### src/rtl/switch_debounce.sv
// Slide-switch conditioner: two-flop synchroniser plus per-channel stability
// filter, with registered per-bit and aggregate change strobes.
module switch_debounce #(
   parameter int WIDTH         = 4,
   parameter int STABLE_CYCLES = 1000000,
   parameter int CNT_W         = 20
) (
   input  logic             clk,
   input  logic             rst_n,
   input  logic [WIDTH-1:0] swt_raw,
   output logic [WIDTH-1:0] swt_db,
   output logic [WIDTH-1:0] swt_chg,
   output logic             upd
);

   // The counter must be able to reach STABLE_CYCLES-1 without wrapping.
   generate
      if (STABLE_CYCLES < 2 || (STABLE_CYCLES - 1) >= (1 << CNT_W)) begin : g_bad_cfg
         $error("switch_debounce: STABLE_CYCLES=%0d does not fit CNT_W=%0d",
                STABLE_CYCLES, CNT_W);
      end
   endgenerate

   typedef enum logic {
      MATCH = 1'b0,
      COUNT = 1'b1
   } ch_state_t;

   localparam logic [CNT_W-1:0] CNT_LAST = CNT_W'(STABLE_CYCLES - 1);

   logic [WIDTH-1:0] sync1_q;
   logic [WIDTH-1:0] sync2_q;
   logic [WIDTH-1:0] db_q;
   logic [WIDTH-1:0] db_d;
   logic [WIDTH-1:0] chg_q;
   logic [WIDTH-1:0] chg_d;
   logic             upd_q;
   logic             upd_d;
   logic [CNT_W-1:0] cnt_q [WIDTH];
   logic [CNT_W-1:0] cnt_d [WIDTH];

   // Per-channel FSM state, decoded from the sync2/debounced comparison.
   ch_state_t        ch_state [WIDTH];

   always_ff @(posedge clk or negedge rst_n) begin
      if (!rst_n) begin
         sync1_q <= '0;
         sync2_q <= '0;
         db_q    <= '0;
         chg_q   <= '0;
         upd_q   <= 1'b0;
         for (int i = 0; i < WIDTH; i++) begin
            cnt_q[i] <= '0;
         end
      end else begin
         sync1_q <= swt_raw;
         sync2_q <= sync1_q;
         db_q    <= db_d;
         chg_q   <= chg_d;
         upd_q   <= upd_d;
         for (int i = 0; i < WIDTH; i++) begin
            cnt_q[i] <= cnt_d[i];
         end
      end
   end

   always_comb begin
      db_d  = db_q;
      chg_d = '0;
      for (int i = 0; i < WIDTH; i++) begin
         cnt_d[i]    = '0;
         ch_state[i] = (sync2_q[i] != db_q[i]) ? COUNT : MATCH;
         case (ch_state[i])
            COUNT: begin
               // Mismatch has held for STABLE_CYCLES edges: accept it.
               if (cnt_q[i] == CNT_LAST) begin
                  db_d[i]  = sync2_q[i];
                  chg_d[i] = 1'b1;
               end else begin
                  cnt_d[i] = cnt_q[i] + CNT_W'(1);
               end
            end
            default: cnt_d[i] = '0;
         endcase
      end
      upd_d = |chg_d;
   end

   assign swt_db  = db_q;
   assign swt_chg = chg_q;
   assign upd     = upd_q;

endmodule

### config.mk
export PLATFORM = sky130hd
export DESIGN_NAME = switch_debounce
export DESIGN_NICKNAME = d
export VERILOG_FILES = /design/src/rtl/switch_debounce.sv
export SDC_FILE = /design/constraint.sdc
export NUM_CORES = 1
export LEC_CHECK = 0
export BUFFER_PORTS_ARGS = -buffer_cell sky130_fd_sc_hd__buf_2
export CAP_MARGIN = 20
export CORE_MARGIN = 2
export CORE_UTILIZATION = 35
export DETAILED_ROUTE_END_ITERATION = 7
export PLACE_DENSITY_LB_ADDON = 0.08
export SYNTH_ARGS = -nofsm -noshare
export SYNTH_HDL_FRONTEND = slang
export SYNTH_SLANG_ARGS = --single-unit
### constraint.sdc
create_clock -name clk -period 3.13 [get_ports clk]
set_clock_uncertainty 0.2 [all_clocks]
set_input_delay 0.1565 -clock clk [delete_from_list [all_inputs] [get_ports clk]]
set_output_delay 0.1565 -clock clk [all_outputs]
set_load 0.02 [all_outputs]
==> impl_metrics.sql, run 1 <==
INSERT INTO impl_metrics (metric_group, metric, value, unit) VALUES
('placed_design', 'gp_congestion', '0.7676', ''),
('synthesis', 'synth_top_area_cell', 'sky130_fd_sc_hd__dfrtp_1', ''),
('power_and_ir_drop', 'p_per_area', '494.9', 'mW/mm^2'),
('routing', 'detail_route.wirelength', '8.951', 'mm'),
('synthesis', 'postSynth.asyncResetShare', '100.0', '%'),
('final_layout', 'num_antenna_cells', '0', ''),
('clock_tree', 'cts_buffers', '9', ''),
('timing', 'postLayoutSetupSlackWorst', '593.0', 'ps'),
('timing', 'grt_setup_unrepaired', 'no', ''),
('final_layout', 'layout.core_utilization', '41.24', '%'),
('grt', 'globalRouteOverflowTotal', '0', ''),
('grt', 'number_of_antenna_violations_at_the_first_check_in_global_routing', '0', ''),
('worst_setup_path', 'crit_path_top_delay_cell', 'sky130_fd_sc_hd__a21o_1', ''),
('clock_tree', 'clockBufferDepth', '2', ''),
('routing', 'drt_iter0_drc', '168', ''),
('synthesis', 'ys_top_cells_by_count', 'sky130_fd_sc_hd__dfrtp_1 (97), sky130_fd_sc_hd__nor2_1 (62), sky130_fd_sc_hd__xnor2_1 (29)', ''),
('power_and_ir_drop', 'leakage_power_figure', '2.166', 'nW'),
('die', 'start_util', '35.97', '%'),
('routing', 'drt-met1-wl', '4.596', 'mm'),
('status', 'outcome', 'finished, final reports clean', ''),
('grt', 'first_pass_grt_wire_length', '15.51', 'mm'),
('worst_setup_path', 'rrSetupSlack', '590', 'ps'),
('synthesis', 'edff_count_synth', '0', ''),
('synthesis', 'syn_avg_cell_area', '10.20', 'sq um'),
('run', 'drv.max_cap_violation_count', '0', ''),
('synthesis', 'synth.most_common_cell', 'sky130_fd_sc_hd__dfrtp_1', ''),
('clock_tree', 'numClockSinks', '97', ''),
('synthesis', 'syn-cell-area', '0.004558', 'sq mm'),
('clock_tree', 'htree_levels', '3', ''),
('routing', 'met3_wirelength', '183', 'um'),
('die', 'chipWidth', '118.1', 'um'),
('routing', 'detailed_routed_wire_length_on_met2', '3.984', 'mm'),
('routing', 'number_of_optimization_iterations_in_the_first_detailed_route_pass', '4', ''),
('clock_tree', 'clkLatencyLatePin', '350', 'ps'),
('power_and_ir_drop', 'irDropWorstVdd', '0.0002060', 'V'),
('placed_design', 'place.port_buffers', '14', ''),
('routing', 'drc', '0', ''),
('synthesis', 'mapped_cells', '447', ''),
('die', 'fp.dieArea', '0.01395', 'sq mm'),
('synthesis', 'syn-num-nets', '457', ''),
('synthesis', 'yosysWarningCount', '0', ''),
('timing', 'finalHoldViolations', '0', ''),
('synthesis', 'area_share_of_the_largest_cell_type_after_synthesis', '53.25', '%'),
('final_layout', 'fill_cells', '1250', ''),
('synthesis', 'ys_seq_area_share', '53.25', '%'),
('final_layout', 'layout-drive-gt1-share', '10.53', '%'),
('worst_setup_path', 'cp_data_arrival_time', '2540', 'ps'),
('final_layout', 'instances_no_fill', '647', ''),
('worst_setup_path', 'crit_path_start_kind', 'flop', ''),
('synthesis', 'synthTopCellsByArea', 'sky130_fd_sc_hd__dfrtp_1 (53%), sky130_fd_sc_hd__xnor2_1 (5.6%), sky130_fd_sc_hd__nor2_1 (5.1%), sky130_fd_sc_hd__xor2_1 (4.6%), sky130_fd_sc_hd__nand3_1 (3.1%)', ''),
('timing', 'fin_setup_tns', '0', 'ps'),
('routing', 'total_number_of_vias', '3225', ''),
('clock_tree', 'clock_tree.root_cell', 'sky130_fd_sc_hd__clkbuf_16', ''),
('synthesis', 'synth_seq_cells', '97', ''),
('placed_design', 'placedInstanceArea', '0.004817', 'sq mm'),
('grt', 'grt_pass1_vias', '3173', ''),
('grt', 'pin_count_of_the_biggest_net_entering_global_routing', '81', ''),
('clock_tree', 'cts-hold-fix-buffers', '5', ''),
('placed_design', 'dpl.cell_count', '625', ''),
('worst_setup_path', 'crit_path_end_kind', 'flop', ''),
('timing', 'worst_pin_slew', '636.7', 'ps'),
('worst_setup_path', 'worst_r2r_src', 'cnt_q[52]', ''),
('clock_tree', 'clk_pin_slew', '70', 'ps'),
('grt', 'global_route.usage.total', '13.80', '%'),
('routing', 'antenna_left', '0', ''),
('worst_setup_path', 'worstPathMaxFanout', '19', ''),
('timing', 'maxSlewViolCount', '0', ''),
('worst_setup_path', 'crit_required', '3130', 'ps'),
('synthesis', 'post_synth_num_cell_types', '41', ''),
('final_layout', 'final_area', '0.005225', 'sq mm'),
('routing', 'top_layer', 'met4', '');
==> stage by stage <==
step	total power [mW]	hold slack, ps
after floorplan	1.347	-339.1
after global placement	1.391	64.55
after detailed placement	1.392	66.23
after CTS	2.634	149.9
after global routing	2.705	101.6
final	2.586	68.10
==> sequential cells by signal (all words and copies together) (netlist names) <==
signal / flops
upd: 1
swt_chg: 4
cnt_q: 80
sync2_q: 4
sync1_q: 4
swt_db: 4
==> worst max path at each step <==
stage,from,end,cells past startpoint
CTS,cnt_q[52],cnt_q[43],4
global placement,cnt_q[52],cnt_q[53],4
finish,cnt_q[52],cnt_q[43],4
detailed placement,cnt_q[52],cnt_q[43],4
floorplan,cnt_q[0],cnt_q[18],6
global route,cnt_q[52],cnt_q[46],4
==> cells by family after synthesis <==
logic type | after synthesis | share of synthesized area [%]
xor gates and xnor gates | 53 | 10.18
buffers and inverters | 30 | 2.772
AOI/OAI and AO/OA | 52 | 7.247
adders and majority gates | 4 | 1.098
DFF | 97 | 53.25
muxes | 5 | 1.208
and+or+nand+nor | 206 | 24.24
==> cell type report <==
type                    instances  share of cell area [%]
well taps                     172                   4.119
repair buffers                 24                   3.448
flip-flops and latches         97                   46.46
clock inverters                 5                   1.485
multi-input cells             320                   38.36
clock buffers                  11                   4.837
inverters                      18                   1.293
==> power by group <==
group / switching, mW / internal [mW] / leakage [nW]
sequential: 0.0151 / 1.27 / 1.33
combinational: 0.0582 / 0.0300 / 0.678
clock: 0.471 / 0.741 / 0.162
==> cell usage in the layout (no fill, tap or decap), drive strengths merged, types with 5 or more instances in the layout <==
| master | instances |
|---|---|
| nand2 | 22 |
| dfrtp | 97 |
| clkbuf | 11 |
| a21oi | 22 |
| and3 | 10 |
| xor2 | 24 |
| o31ai | 11 |
| buf | 19 |
| nand3 | 29 |
| nor3 | 10 |
| nand4 | 17 |
| o21ai | 11 |
| xnor2 | 29 |
| and4 | 8 |
| nor4 | 9 |
| or4 | 14 |
| inv | 18 |
| nor2 | 62 |
| dlygate4sd3 | 5 |
| or3 | 11 |
==> critical path, delay by kind of cell, from the launching register on <==
kind,cells,cell delay [ps]
DFF,1,430
and+or+nand+nor,3,1150
AOI/OAI and AO/OA,1,610
==> metal layers <==
layer  vias to the layer above  GRT usage, %
met5                         -             0
met4                         0         6.325
met3                        12         2.713
met2                        26         21.82
met1                      1561         18.25
li1                       1626             -
Note: power is estimated with default switching activity, not from simulation.
==> run 2, diff against run 1 <==
Settings changed: ABC_AREA set to 1.
Clock period 3.13 ns to 2.32 ns, I/O delays scaled along.
==> impl_metrics.sql, run 2 <==
INSERT INTO impl_metrics (metric_group, metric, value, unit) VALUES
('synthesis', 'postSynth.asyncResetShare', '100.0', '%'),
('synthesis', 'yosys_most_used_dff', 'sky130_fd_sc_hd__dfrtp_1', ''),
('die', 'fp.dieArea', '0.01599', 'sq mm'),
('grt', 'grt_pass1_vias', '4125', ''),
('worst_setup_path', 'crit_path_end_kind', 'flop', ''),
('synthesis', 'syn_avg_cell_area', '7.893', 'sq um'),
('final_layout', 'fill_cells', '1506', ''),
('timing', 'fin_setup_tns', '0', 'ps'),
('synthesis', 'edff_count_synth', '0', ''),
('synthesis', 'syn-cell-area', '0.005249', 'sq mm'),
('placed_design', 'dpl.hpwl', '8.501', 'mm'),
('clock_tree', 'clkLatencyLatePin', '350', 'ps'),
('final_layout', 'area_of_the_multi_input_gates', '0.002540', 'sq mm'),
('grt', 'globalRouteOverflowTotal', '0', ''),
('routing', 'route.detailed.vias_per_inst', '4.676', ''),
('grt', 'global_route.usage.total', '15.28', '%'),
('synthesis', 'synthTopCellsByArea', 'sky130_fd_sc_hd__dfrtp_1 (46%), sky130_fd_sc_hd__nor2_1 (12%), sky130_fd_sc_hd__nand2_1 (9.4%), sky130_fd_sc_hd__nand3_1 (4.9%), sky130_fd_sc_hd__xor2_1 (4.5%)', ''),
('timing', 'maxSlewViolCount', '0', ''),
('final_layout', 'num_antenna_cells', '0', ''),
('synthesis', 'synth_seq_cells', '97', ''),
('final_layout', 'syn_to_final_growth', '12.82', '%'),
('clock_tree', 'post_cts_buffers', '0', ''),
('die', 'chipWidth', '126.5', 'um'),
('worst_setup_path', 'reg2reg_capture_point', 'cnt_q[49]', ''),
('worst_setup_path', 'ff2ff_path_depth', '6', ''),
('routing', 'detail_route.wirelength', '11.19', 'mm'),
('worst_setup_path', 'rrSetupSlack', '640', 'ps'),
('clock_tree', 'clockBufferDepth', '2', ''),
('die', 'io-pin-count', '15', ''),
('timing', 'period_minus_slack', '1681', 'ps'),
('status', 'outcome', 'finished, final reports clean', ''),
('final_layout', 'layout.cells.most_common_list', 'sky130_fd_sc_hd__nor2_1 (170), sky130_fd_sc_hd__nand2_1 (132), sky130_fd_sc_hd__dfrtp_1 (97)', ''),
('clock_tree', 'htree_levels', '3', ''),
('die', 'start_util', '35.98', '%'),
('power_and_ir_drop', 'finalPower', '3.372', 'mW'),
('worst_setup_path', 'worst_r2r_src', 'cnt_q[40]', ''),
('final_layout', 'registers.top_by_ff_count', 'cnt_q', ''),
('final_layout', 'largest_register_ffs', '80', ''),
('timing', 'grt_setup_unrepaired', 'no', ''),
('synthesis', 'syn-num-nets', '675', ''),
('timing', 'worst_slew_margin_rel', '76.97', '%'),
('routing', 'drt_iter0_drc', '295', ''),
('final_layout', 'layout-drive-gt1-share', '14.43', '%'),
('worst_setup_path', 'crit_required', '2360', 'ps'),
('final_layout', 'num-nets-final', '706', ''),
('timing', 'worst_pin_slew', '345.5', 'ps'),
('clock_tree', 'clock_tree.root_cell', 'sky130_fd_sc_hd__clkbuf_16', ''),
('worst_setup_path', 'timing_worst_setup_path_type', 'reg2reg', ''),
('worst_setup_path', 'worstSetupStartpoint', 'cnt_q[40]', ''),
('placed_design', 'place.port_buffers', '14', ''),
('final_layout', 'final_area', '0.005922', 'sq mm'),
('timing', 'report.final.setup_viol', '0', ''),
('clock_tree', 'numClockSinks', '97', ''),
('power_and_ir_drop', 'p_per_area', '569.3', 'mW/mm^2'),
('final_layout', 'regArea', '0.002427', 'sq mm'),
('grt', 'number_of_antenna_violations_at_the_first_check_in_global_routing', '0', ''),
('routing', 'antenna_left', '0', ''),
('die', 'fp.coreArea', '0.01459', 'sq mm'),
('synthesis', 'synth_top_area_cell', 'sky130_fd_sc_hd__dfrtp_1', ''),
('timing', 'finalCritPeriodShare', '72.45', '%'),
('synthesis', 'post_synth_num_cell_types', '31', ''),
('synthesis', 'ys_seq_area_share', '46.25', '%'),
('clock_tree', 'cts_buffers', '9', ''),
('power_and_ir_drop', 'leakage_power_figure', '2.539', 'nW'),
('placed_design', 'placedInstanceArea', '0.005575', 'sq mm'),
('final_layout', 'layout.cells.most_common', 'sky130_fd_sc_hd__nor2_1', ''),
('synthesis', 'area_share_of_the_largest_cell_type_after_synthesis', '46.25', '%'),
('worst_setup_path', 'worstPathMaxFanout', '6', ''),
('routing', 'total_number_of_vias', '4134', ''),
('synthesis', 'synth.most_common_cell', 'sky130_fd_sc_hd__nor2_1', ''),
('die', 'fp-row-count', '44', ''),
('placed_design', 'gp_congestion', '0.8699', ''),
('run', 'drv.max_cap_violation_count', '0', ''),
('routing', 'routedWlPerCell', '12.66', 'um'),
('grt', 'pin_count_of_the_biggest_net_entering_global_routing', '39', ''),
('clock_tree', 'tritoncts', 'done', ''),
('clock_tree', 'clk_pin_slew', '70', 'ps'),
('timing', 'timing.fmax', '594.9', 'MHz'),
('die', 'die_h', '126.5', 'um'),
('worst_setup_path', 'crit_path_start_kind', 'flop', ''),
('worst_setup_path', 'cp_data_arrival_time', '1720', 'ps'),
('routing', 'drc', '0', ''),
('power_and_ir_drop', 'irDropWorstVdd', '0.0004388', 'V'),
('synthesis', 'yosysWarningCount', '0', ''),
('routing', 'number_of_optimization_iterations_in_the_first_detailed_route_pass', '4', ''),
('worst_hold_path', 'worstHoldPathType', 'in2async', ''),
('timing', 'finalHoldViolations', '0', ''),
('grt', 'first_pass_grt_wire_length', '19.70', 'mm'),
('synthesis', 'ys_top_cells_by_count', 'sky130_fd_sc_hd__nor2_1 (170), sky130_fd_sc_hd__nand2_1 (132), sky130_fd_sc_hd__dfrtp_1 (97)', ''),
('synthesis', 'mapped_cells', '665', '');
run 2: cell types whose count changed after synthesis, sizes merged, moves of 7 or more:
cell   change
xnor2     -20
nand3     +28
o31ai     -11
a21oi      -7
o21ai      -9
and3      -10
or4       -14
or3       -11
nor2     +129
and4       -8
inv       +49
nor4       -9
nand2    +127
run 2: worst max path at each step:
stage / end / slack [ps]
2_1_floorplan: cnt_q[49] / 830
3_3_place_gp: upd / 700
3_5_place_dp: cnt_q[58] / 650
4_1_cts: cnt_q[43] / 630
5_1_grt: cnt_q[43] / 480
6_report: cnt_q[49] / 640
run 2: repair_timing:
item                                   4_1_cts  5_1_grt
resized for setup                            0        0
hold buffers                                 5        0
endpoints found under the hold margin      101        0
run 2: layout make-up:
class	instances	share of cell area, %
clock buffers	11	4.099
clock inverters	4	0.9085
inverters	68	4.310
multi-input cells	496	42.89
flip-flops and latches	97	40.99
well taps	184	3.888
repair buffers	24	2.916
run 2: cells by family (layout without fill, tap and decap cells):
logic type | count (synthesis) | in the layout | share of synthesized area (%)
AND/OR/NAND/NOR | 429 | 429 | 37.69
adder cells (fa/ha/maj) | 4 | 4 | 0.9536
buffers and inverters | 72 | 107 | 5.363
flip-flops | 97 | 97 | 46.25
XOR/XNOR | 39 | 39 | 7.080
AO/OA/AOI/OAI | 24 | 24 | 2.670
run 2: metrics by stage:
stage               hold WS (ps)  setup slack (ps)  util, %  cells
floorplan                 -379.6             834.1        -    665
global placement          -144.4             704.3    38.22    864
detailed placement        -146.0             649.5    38.22    864
CTS                        11.45             630.9    40.59    884
global route               18.47             479.8    40.59    884
finish                     6.750             639.1    40.59    884
run 2: routing by layer:
layer	up-vias	global-route usage [%]	routed length, um	share of wire, %
li1	2131	-	-	-
met1	1958	21.29	5890	53
met2	35	23.88	4851	43
met3	10	4.133	331	3.0
met4	0	3.491	114	1.0
met5	-	0	0	0
run 2: power breakdown:
group	internal (mW)	switching, mW	total, mW
Combinational	0.0418	0.0855	0.127
Sequential	1.71	0.0185	1.73
Clock	0.862	0.650	1.51
run 2: critical path: stages, from the launching register on:
cell	delay (ps)
sky130_fd_sc_hd__dfrtp_1	370
sky130_fd_sc_hd__ha_1	210
sky130_fd_sc_hd__nand3_2	170
sky130_fd_sc_hd__nor2_2	210
sky130_fd_sc_hd__nand2_1	190
sky130_fd_sc_hd__nand2_2	160
sky130_fd_sc_hd__nor2_1	60
==> run 3, diff against run 2 <==
Settings changed: ABC_AREA 1 to 0.
Clock period 2.32 ns to 1.7 ns, I/O delays scaled along.
==> impl_metrics.sql, run 3 (same netlist as run 1, synthesis figures left out) <==
INSERT INTO impl_metrics (metric_group, metric, value, unit) VALUES
('status', 'outcome', 'complete, but fails checks', ''),
('status', 'failed_checks', 'setup timing', ''),
('timing', 'finalCritPeriodShare', '119.1', '%'),
('clock_tree', 'clockBufferDepth', '2', ''),
('worst_setup_path', 'crit_required', '1720', 'ps'),
('timing', 'grt_setup_unrepaired', 'yes', ''),
('routing', 'routedWlPerCell', '14.70', 'um'),
('final_layout', 'syn_to_final_growth', '53.55', '%'),
('final_layout', 'num-nets-final', '611', ''),
('timing', 'period_minus_slack', '2024', 'ps'),
('worst_setup_path', 'rrSetupSlack', '-320', 'ps'),
('final_layout', 'num_antenna_cells', '0', ''),
('timing', 'fin_setup_tns', '-18390', 'ps'),
('grt', 'number_of_antenna_violations_at_the_first_check_in_global_routing', '0', ''),
('run', 'drv.max_cap_violation_count', '0', ''),
('final_layout', 'layout-drive-gt1-share', '48.18', '%'),
('routing', 'drc', '0', ''),
('routing', 'detail_route.wirelength', '11.44', 'mm'),
('routing', 'route.detailed.vias_per_inst', '4.991', ''),
('worst_setup_path', 'cp_data_arrival_time', '2050', 'ps'),
('timing', 'worst_slew_margin_rel', '57.86', '%'),
('grt', 'first_pass_grt_wire_length', '18.87', 'mm'),
('worst_setup_path', 'crit_path_end_kind', 'flop', ''),
('clock_tree', 'htree_levels', '3', ''),
('placed_design', 'gp_congestion', '0.7691', ''),
('power_and_ir_drop', 'cellInternalPower', '3.685', 'mW'),
('worst_hold_path', 'worstHoldPathType', 'in2async', ''),
('die', 'fp.dieArea', '0.01395', 'sq mm'),
('grt', 'pin_count_of_the_biggest_net_entering_global_routing', '33', ''),
('die', 'chipWidth', '118.1', 'um'),
('worst_setup_path', 'critPathTopFamily', 'simple AND/OR/NAND/NOR gates', ''),
('final_layout', 'layout.core_utilization', '55.24', '%'),
('clock_tree', 'clock_tree.root_cell', 'sky130_fd_sc_hd__clkbuf_16', ''),
('routing', 'antenna_left', '0', ''),
('clock_tree', 'clk_pin_slew', '70', 'ps'),
('timing', 'worst_pin_slew', '630.1', 'ps'),
('power_and_ir_drop', 'leakage_power_figure', '2.940', 'nW'),
('power_and_ir_drop', 'netSwitchingFraction', '22.81', '%'),
('placed_design', 'dpl.hpwl', '7.375', 'mm'),
('worst_setup_path', 'crit_path_start_kind', 'flop', ''),
('power_and_ir_drop', 'reg_power_share', '49.6', '%'),
('final_layout', 'registers.top_by_ff_count', 'cnt_q', ''),
('clock_tree', 'numClockSinks', '97', ''),
('final_layout', 'largest_register_ffs', '80', ''),
('power_and_ir_drop', 'power.net_switching', '1.089', 'mW'),
('power_and_ir_drop', 'irDropWorstVdd', '0.0007092', 'V'),
('grt', 'grt_pass1_vias', '3895', ''),
('worst_setup_path', 'worstPathMaxFanout', '5', ''),
('grt', 'global_route.usage.total', '16.98', '%'),
('final_layout', 'layout.cells.most_common', 'sky130_fd_sc_hd__buf_4', ''),
('die', 'start_util', '35.97', '%'),
('routing', 'number_of_optimization_iterations_in_the_first_detailed_route_pass', '4', ''),
('power_and_ir_drop', 'comb_power_share', '7.2', '%'),
('timing', 'report.final.setup_viol', '85', ''),
('worst_setup_path', 'timing_worst_setup_path_type', 'reg2reg', ''),
('timing', 'postLayoutSetupSlackWorst', '-324.1', 'ps'),
('die', 'die_h', '118.1', 'um'),
('worst_setup_path', 'critical_path.cell_chain', 'or4b_4 > nor4_4 > a21o_4 > clkbuf_16 > a21oi_4', ''),
('timing', 'maxSlewViolCount', '0', ''),
('placed_design', 'place.port_buffers', '14', ''),
('clock_tree', 'cts_buffers', '9', ''),
('routing', 'total_number_of_vias', '3883', ''),
('die', 'io-pin-count', '15', ''),
('clock_tree', 'clkLatencyLatePin', '350', 'ps'),
('timing', 'finalHoldViolations', '0', ''),
('final_layout', 'layout.cells.most_common_list', 'sky130_fd_sc_hd__buf_4 (110), sky130_fd_sc_hd__dfrtp_1 (96), sky130_fd_sc_hd__nor2_2 (34)', ''),
('routing', 'drt_iter0_drc', '157', ''),
('timing', 'timing.fmax', '494.0', 'MHz'),
('clock_tree', 'tritoncts', 'done', ''),
('power_and_ir_drop', 'clkPwrFrac', '43.2', '%'),
('worst_setup_path', 'worst_path_largest_cell_delay', '550', 'ps'),
('die', 'fp-row-count', '41', ''),
('power_and_ir_drop', 'p_per_area', '682.1', 'mW/mm^2'),
('worst_setup_path', 'cp_num_buf_inv', '1', ''),
('die', 'fp.coreArea', '0.01267', 'sq mm'),
('worst_setup_path', 'crit_path_top_delay_cell', 'sky130_fd_sc_hd__or4b_4', ''),
('grt', 'globalRouteOverflowTotal', '0', '');
[run 3: cell type report]
cell class / count / area (sq um)
tap: 172 / 215.2
fill: 1135 / 5672
inverter: 18 / 67.56
clock buffer: 13 / 250.2
multi-input combinational: 320 / 2644
sequential: 97 / 2429
clock inverter: 3 / 40.04
timing repair buffer: 155 / 1354
[run 3: final timing paths]
kind,startpoint,endpoint,depth (start not counted)
setup / recovery,cnt_q[55],cnt_q[55],5
hold / removal,rst_n,cnt_q[62],3
setup reg to reg,cnt_q[55],cnt_q[55],5
hold reg to reg,sync1_q[2],sync2_q[2],0
max in group asynchronous,rst_n,cnt_q[16],3
min in group clk,sync1_q[2],sync2_q[2],0
[run 3: through the flow]
| step | cell area, sq um | total power, mW | worst slack, ps | instances | hold WS [ps] |
|---|---|---|---|---|---|
| floorplan | 4690 | 2.493 | -413.7 | 447 | -410.6 |
| CTS | 6462 | 4.768 | -330.3 | 767 | 99.13 |
| global route | 6999 | 4.993 | -399.7 | 778 | 104.7 |
| detailed placement | 5796 | 2.631 | -375.2 | 734 | -171.0 |
| global placement | 5796 | 2.624 | -297.3 | 734 | -176.0 |
| finish | 6999 | 4.774 | -324.1 | 778 | 88.85 |
[run 3: power groups by stage]
stage	Sequential [mW]	Combinational [mW]	Clock [mW]
after floorplan	2.41	0.0872	0
after global placement	2.41	0.219	0
after detailed placement	2.41	0.223	0
after CTS	2.36	0.278	2.13
after global routing	2.37	0.379	2.24
final	2.37	0.346	2.06
[run 3: tightest hold or removal path, cell delays in order]
cell and delay, ps:
sky130_fd_sc_hd__dlygate4sd3_1 520, sky130_fd_sc_hd__buf_4 170, sky130_fd_sc_hd__buf_12 220
[run 3: layer usage]
layer | vias to the layer above | global-route usage (%) | share of wire (%)
met5 | - | 0 | 0
li1 | 1904 | - | -
met4 | 0 | 3.614 | 1.1
met1 | 1932 | 21.76 | 46
met2 | 37 | 28.79 | 50
met3 | 10 | 4.506 | 2.5
[run 3: repair_timing]
action | 4_1_cts | 5_1_grt
endpoints found under the hold margin | 101 | 0
cloned | 1 | 4
pin swaps | 24 | 24
buffers inserted | 9 | 8
setup endpoints to repair | 87 | 87
resized for setup | 51 | 103
hold buffers | 7 | 0
